===== src/rtl/blink_pkg.sv =====
// Shared types and defaults for the LED blink sequencer.
// Holds the FSM state encoding and default timer/repeat widths.
package blink_pkg;

    localparam int CNT_W_DEF = 3;
    localparam int REP_W_DEF = 4;

    typedef enum logic [1:0] {
        IDLE,
        ON,
        OFF,
        DONE
    } blink_state_t;

endpackage


===== src/rtl/blink_sequencer_phase_timer.sv =====
// Reloadable down-timer measuring one ON or OFF phase.
// Ports: i_clk, i_rst_n, i_load/i_val (reload), o_timeout (count at 0).
module phase_timer #(
    parameter int CNT_W = 3
) (
    input  logic             i_clk,
    input  logic             i_rst_n,
    input  logic             i_load,
    input  logic [CNT_W-1:0] i_val,
    output logic             o_timeout
);

    logic [CNT_W-1:0] count_q;

    always_ff @(posedge i_clk or negedge i_rst_n) begin
        if (!i_rst_n) begin
            count_q <= '0;
        end else if (i_load) begin
            count_q <= i_val;
        end else if (count_q != '0) begin
            count_q <= count_q - CNT_W'(1);
        end
    end

    // Expiry depends on the count alone, so the sequencer can
    // reload the next phase in the very cycle it sees expiry.
    assign o_timeout = (count_q == '0);

endmodule


===== src/rtl/blink_sequencer.sv =====
// Blink sequencer: on start, emits N blinks of T_on+1 / T_off+1 cycles,
// then pulses o_done. Ports: i_start/i_abort, config, o_led/o_busy/o_done/o_blink_cnt.
module blink_sequencer
    import blink_pkg::*;
#(
    parameter int CNT_W = CNT_W_DEF,
    parameter int REP_W = REP_W_DEF
) (
    input  logic             i_clk,
    input  logic             i_rst_n,
    input  logic             i_start,
    input  logic             i_abort,
    input  logic [CNT_W-1:0] i_on_time,
    input  logic [CNT_W-1:0] i_off_time,
    input  logic [REP_W-1:0] i_repeats,
    output logic             o_led,
    output logic             o_busy,
    output logic             o_done,
    output logic [REP_W-1:0] o_blink_cnt
);

    blink_state_t     state_q;
    blink_state_t     state_d;
    logic [CNT_W-1:0] on_q;
    logic [CNT_W-1:0] off_q;
    logic [REP_W-1:0] rem_q;
    logic [REP_W-1:0] cnt_q;
    logic             tmr_load;
    logic [CNT_W-1:0] tmr_val;
    logic             tmo;
    logic             go;
    logic             blink_end;

    // Abort dominates a simultaneous start.
    assign go = i_start & ~i_abort;
    assign blink_end = (state_q == OFF) & ~i_abort & tmo;

    phase_timer #(
        .CNT_W (CNT_W)
    ) u_timer (
        .i_clk     (i_clk),
        .i_rst_n   (i_rst_n),
        .i_load    (tmr_load),
        .i_val     (tmr_val),
        .o_timeout (tmo)
    );

    always_comb begin
        state_d  = state_q;
        tmr_load = 1'b0;
        tmr_val  = on_q;
        unique case (state_q)
            IDLE: begin
                if (go) begin
                    if (i_repeats != '0) begin
                        state_d  = ON;
                        tmr_load = 1'b1;
                        tmr_val  = i_on_time;
                    end else begin
                        state_d = DONE;
                    end
                end
            end
            ON: begin
                if (i_abort) begin
                    state_d = IDLE;
                end else if (tmo) begin
                    state_d  = OFF;
                    tmr_load = 1'b1;
                    tmr_val  = off_q;
                end
            end
            OFF: begin
                if (i_abort) begin
                    state_d = IDLE;
                end else if (tmo) begin
                    if (rem_q == REP_W'(1)) begin
                        state_d = DONE;
                    end else begin
                        state_d  = ON;
                        tmr_load = 1'b1;
                        tmr_val  = on_q;
                    end
                end
            end
            DONE: begin
                state_d = IDLE;
            end
            default: begin
                state_d = IDLE;
            end
        endcase
    end

    always_ff @(posedge i_clk or negedge i_rst_n) begin
        if (!i_rst_n) begin
            state_q <= IDLE;
            o_led   <= 1'b0;
            o_busy  <= 1'b0;
            o_done  <= 1'b0;
        end else begin
            state_q <= state_d;
            o_led   <= (state_d == ON);
            o_busy  <= (state_d == ON) | (state_d == OFF);
            o_done  <= (state_d == DONE);
        end
    end

    always_ff @(posedge i_clk or negedge i_rst_n) begin
        if (!i_rst_n) begin
            on_q  <= '0;
            off_q <= '0;
            rem_q <= '0;
            cnt_q <= '0;
        end else if ((state_q == IDLE) && go) begin
            on_q  <= i_on_time;
            off_q <= i_off_time;
            rem_q <= i_repeats;
            cnt_q <= '0;
        end else if (blink_end) begin
            rem_q <= rem_q - REP_W'(1);
            cnt_q <= cnt_q + REP_W'(1);
        end
    end

    assign o_blink_cnt = cnt_q;

endmodule


===== config.mk =====
export PLATFORM = sky130hd
export DESIGN_NAME = blink_sequencer
export DESIGN_NICKNAME = d
export VERILOG_FILES = /design/src/rtl/blink_pkg.sv /design/src/rtl/blink_sequencer_phase_timer.sv /design/src/rtl/blink_sequencer.sv
export SDC_FILE = /design/constraint.sdc
export NUM_CORES = 1
export LEC_CHECK = 0
export BUFFER_PORTS_ARGS = -buffer_cell sky130_fd_sc_hd__buf_2
export CORE_ASPECT_RATIO = 1.4
export CORE_UTILIZATION = 58
export CTS_BUF_LIST = sky130_fd_sc_hd__clkbuf_16
export DETAILED_ROUTE_END_ITERATION = 16
export PLACE_DENSITY = 0.91
export SETUP_SLACK_MARGIN = 0.05
export SKIP_CTS_REPAIR_TIMING = 1
export SYNTH_ARGS = -nofsm -noshare
export SYNTH_HDL_FRONTEND = slang
export SYNTH_SLANG_ARGS = --single-unit
export TNS_END_PERCENT = 1

===== constraint.sdc =====
create_clock -name i_clk -period 4 [get_ports i_clk]
set_input_delay 0.4 -clock i_clk [delete_from_list [all_inputs] [get_ports i_clk]]
set_output_delay 0.4 -clock i_clk [all_outputs]
set_load 0.005 [all_outputs]

# == Word level (Yosys, flattened, before mapping) ==
# Cells that the tools add are included.
# totals
ff_bits,22
elab_cells,58
input_bits,14
output_inout_bits,7
# classes
n_reduce_logical,7
eq_ne,7
n_mux,27
n_addsub,3
n_bitwise,5
# ops
operator,n
two-way mux 3 bit,6
two-way mux 4 bit,4
two-way mux 2 bit,7
== test 2 bit (second input constant),4
case mux 2 bit (4 select lines),1
two-way mux 1 bit,7
case mux 3 bit (2 select lines),1
adder 4 x 1 -> 4 bit (second input constant),1
== test 2 x 1 -> 1 bit (second input constant),2
== test 4 x 1 -> 1 bit (second input constant),1
nonzero test 2 bit,2
nonzero test 4 bit,1
subtractor 4 x 1 -> 4 bit (second input constant),1
bitwise AND 1 bit,3
logical NOT 3 bit,1
case mux 1 bit (3 select lines),1
nonzero test 3 bit,1
subtractor 3 x 1 -> 3 bit (second input constant),1
logical NOT 2 bit,1
logical AND 1 bit,1
NOT 1 bit,1
OR 1 bit,1

# == Depth between registers and ports, before layout ==
# logic_depth
depth_word,7
depth_mapped,7
ltp_nobuf,7

# == Cells and area by module ==
# A second synthesis with hierarchy kept.
# hier_totals
cells_unflattened,119
area_unflattened_um2,1234.9
# modules_own_cells
mod,cells_each,area_per_inst_um2,seq_area_each_um2,instances
blink_sequencer,98,1033.5,475.5,1
phase_timer,21,201.4,75.1,1

# == Worst setup path before layout ==
# No wires, ideal clock.
# synth_timing
kind,register to register
from,register u_timer.count_q[0]
to,register o_busy
path_slack_ns,2.042
setup_ns,0.063
path_stages_with_launch,8
path_buffers,0
arrival_time_ns,1.895
synth_period_minus_slack_ns,1.958
t_required_ns,3.937
cell_sequence,dfrtp_1 > inv_1 > ha_1 > nand2b_1 > and2_1 > a2111oi_0 > ha_1 > inv_1
# synth_via
elab_chain_len,6
elab_cells_between_ends,9
cone_classes,2 x eq/ne; 5 x mux; 1 x bitwise; 1 x reduce/logical
# synth_rtl
element,line,source
start: declaration,blink_sequencer_phase_timer.sv:13,logic [CNT_W-1:0] count_q;
start signal: assignment,blink_sequencer_phase_timer.sv:19,count_q <= i_val;
start signal: assignment,blink_sequencer_phase_timer.sv:21,count_q <= count_q - CNT_W'(1);
logical NOT 3 bit *,blink_sequencer_phase_timer.sv:27,assign o_timeout = (count_q == '0);
two-way mux 2 bit (on tied branches),"blink_sequencer.sv:76, blink_sequencer.sv:67",
two-way mux 2 bit (on tied branches),"blink_sequencer.sv:74, blink_sequencer.sv:65",
case mux 2 bit (4 select lines) *,blink_sequencer.sv:52,unique case (state_q)
named net state_d[0],blink_sequencer.sv:23,blink_state_t state_d;
== test 2 x 1 -> 1 bit or == test 2 bit (tied branches),blink_sequencer.sv:104,o_busy <= (state_d == ON) | (state_d == OFF);
OR 1 bit *,blink_sequencer.sv:104,
end signal: assignment,blink_sequencer.sv:104,
end: declaration,blink_sequencer.sv:17,"output logic o_busy,"
# Mark *: on every way through the listed nets, which the timed path passes. The rest lies on a longest branch.
# A chain may end at the register's enable or synchronous reset.

# == Worst setup path after layout ==
# layout_timing
from,register u_timer.count_q[1]
to,register o_busy
# Same word-level chain as after synthesis.

==> results.tsv <==
stage	metric	value	unit
drt	via_count	980	
drt	drc_errors	0	
synthesis	ys_types	36	
status	status	complete, no violations	
floorplanning	initial_utilization	0.639	
critical_path	crit_fanout	5	
drt	drt_iter0_markers	49	
cells_and_area	fin_cells	156	
timing	fmax	430	MHz
synthesis	syn_inst	114	
floorplanning	rows	18	
cts	cts_max_level	1	
synthesis	syn_area	1180	um2
grt	antenna_found_initial	0	
floorplanning	die-area	2220	um2
cells_and_area	layout_common_cells	nand2_1 (23), dfrtp_1 (22), buf_2 (20), nor2_1 (8), ha_1 (7)	
grt	grt_usage	0.273	
placement	dp_slack	1.66	ns
drt	finalWirelength	2570	um
synthesis	ys_ff_latch	22	
critical_path	criticalPathCategory	reg -> reg	
critical_path	cp-startpoint	u_timer.count_q[1]	
cells_and_area	fin_nets	158	
critical_path	r2r_start	u_timer.count_q[1]	
cells_and_area	n_fill_cell	140	
synthesis	synth_nets	135	
placement	dp_hpwl	1820	um
timing	worstMarginPinSlew	0.952	ns
placement	io_buffers	20	
power	p_total	0.882	mW
timing	timing.final.ws_setup	1.67	ns
power	powerDensity	629	nW/um2
cts	cts.sinks	22	
drt	viasPerCell	6.28	
timing	maxSlewViolCount	0	
timing	final_hold_viol_count	0	
cts	clockBufferDepth	2	
grt	grt_start_max_net_pins	23	
cts	clockRootBuffer	clkbuf_16	
cells_and_area	antenna_cells	0	
synthesis	syn_area_per_cell	10.3	um2
cts	path_clk_slew	0.06	ns
critical_path	critPathRequiredTime	4.20	ns
placement	placed_cells	152	
timing	setup_viol	0	
critical_path	cp_cell_sequence	inv_1 -> ha_1 -> nand2b_1 -> and2_1 -> a2111oi_0 -> ha_1 -> inv_1	
critical_path	critPathTopFamily	compound AO/OA/AOI/OAI gates	
power	p_leak	0.728	nW
critical_path	end_kind	register	
timing	final.setup.tns	0	ns
cells_and_area	drive_gt1_frac	0.228	
cells_and_area	finish.utilization	0.759	
power	ir_worst_vdd	0.385	mV
synthesis	yosys_warnings	0	
timing	rsz0062_at_grt	no	
drt	antenna_left	0	
floorplanning	die_y	55.4	um
critical_path	arrival	2.52	ns
cts	cts_tree	yes	
drt	dr.pass1.iters	4	
cells_and_area	final_common_cell	nand2_1	
critical_path	crit_path_top_delay_cell	a2111oi_0	
grt	grt_pass1_wl	4180	um
placement	gp_congestion	0.885	
drt	wl_per_cell	16.5	um
floorplanning	die_x	40.1	um
critical_path	crit_buf_inv	2	
timing	fin_crit	2.33	ns
timing	max_slew_margin	0.363	
hold_path	hold_class	in -> async	
cts	numCtsBuffers	3	
timing	worst_clock_skew	0.00374	ns
floorplanning	fp.coreArea	1850	um2
critical_path	cp-start-kind	register	
synthesis	ys_seq_area_frac	0.467	
timing	fin_crit_sh	0.581	
cells_and_area	area_growth	18.9	%
job	cap_violations	0	
cts	clock_latency	0.26	ns
grt	grt-ovfl-total	0	
floorplanning	num_io_pins	21	
critical_path	max_stage_delay	0.77	ns
grt	first_global_vias	900	
[worst register-to-register path, stage by stage, from the launching register on]
cell and delay [ns]:
dfrtp_1 0.39, inv_1 0.09, ha_1 0.24, nand2b_1 0.16
and2_1 0.20, a2111oi_0 0.77, ha_1 0.36, inv_1 0.05
[synthesized netlist by cell type]
| master | count | area (um2) |
|---|---|---|
| mux2i_1 | 3 | 30.0 |
| xnor2_1 | 2 | 17.5 |
| nand2_1 | 23 | 86.3 |
| nor4_1 | 1 | 6.26 |
| a2111oi_0 | 1 | 8.76 |
| a21oi_1 | 3 | 15.0 |
| nor3_1 | 3 | 15.0 |
| or4_4 | 1 | 11.3 |
| dfrtp_1 | 22 | 551 |
| and2_1 | 1 | 6.26 |
| ha_1 | 7 | 87.6 |
| or3_1 | 1 | 6.26 |
| nor4b_4 | 1 | 23.8 |
| a221oi_1 | 2 | 17.5 |
| a211oi_1 | 1 | 7.51 |
| nor3b_1 | 2 | 15.0 |
| inv_1 | 5 | 18.8 |
| a2bb2oi_2 | 1 | 15.0 |
| clkbuf_1 | 2 | 7.51 |
| a21o_1 | 1 | 7.51 |
| a221o_1 | 5 | 50.1 |
| nand3_1 | 2 | 10.0 |
| o21bai_1 | 1 | 7.51 |
| nor2_2 | 1 | 6.26 |
| and3_1 | 3 | 18.8 |
| or4b_2 | 1 | 10.0 |
| nor2_1 | 8 | 30.0 |
| nand4bb_1 | 1 | 11.3 |
| nor2b_1 | 1 | 6.26 |
| mux2_4 | 1 | 15.0 |
| a211o_1 | 1 | 8.76 |
| o21ai_0 | 2 | 10.0 |
| xor2_1 | 1 | 8.76 |
| a21boi_4 | 1 | 18.8 |
| nand2b_1 | 1 | 6.26 |
| or3b_1 | 1 | 8.76 |
[where the power goes]
group / leakage (nW) / internal [mW] / switching (mW)
logic: 0.395 / 0.127 / 0.137
clock network: 0.0511 / 0.199 / 0.0802
registers: 0.281 / 0.287 / 0.0527
[logic make-up after synthesis]
group | count (synthesis) | share of synthesized area
muxes | 4 | 0.0382
adders and majority gates | 7 | 0.0742
buffers and inverters | 7 | 0.0223
and+or+nand+nor | 52 | 0.235
xor gates and xnor gates | 3 | 0.0223
DFF | 22 | 0.467
AOI/OAI and AO/OA | 19 | 0.141
[flip-flops by register name, summed over array words and instances, names as in the netlist]
register	count
state_q	2
o_led	1
o_blink_cnt	4
o_done	1
on_q	3
o_busy	1
rem_q	4
u_timer.count_q	3
off_q	3
[metal layers]
| layer | track usage | up-vias | part of all wire |
|---|---|---|---|
| met2 | 0.424 | 31 | 0.52 |
| met4 | 0.0985 | 0 | 0.021 |
| met3 | 0.0562 | 8 | 0.040 |
| met1 | 0.360 | 489 | 0.42 |
| met5 | 0 | - | 0 |
| li1 | - | 452 | - |
[worst paths after layout]
check / to / slack (ns) / cells past startpoint
hold reg to reg: off_q[1] / 0.48 / 2
max in group asynchronous: state_q[1] / 3.56 / 1
hold / removal: o_done / 0.10 / 1
setup / recovery: o_busy / 1.67 / 7
min in group i_clk: off_q[1] / 0.33 / 3
setup reg to reg: o_busy / 1.67 / 7
[final cells by class]
cell class              instances  area, um2  share of cell area
flip-flops and latches         22        551               0.393
multi-input cells              85        603               0.430
inverters                       5       18.8              0.0134
well taps                      20       25.0              0.0178
clock buffers                   3       75.1              0.0535
clock inverters                 1       30.0              0.0214
repair buffers                 20        100              0.0714
[metrics by stage]
stage	hold slack [ns]	area (um2)
floorplan	0.104	1180
global placement	0.375	1300
detailed placement	0.385	1300
CTS	0.115	1400
global route	0.140	1400
finish	0.103	1400
No activity file was read; power rests on OpenSTA's default activity.
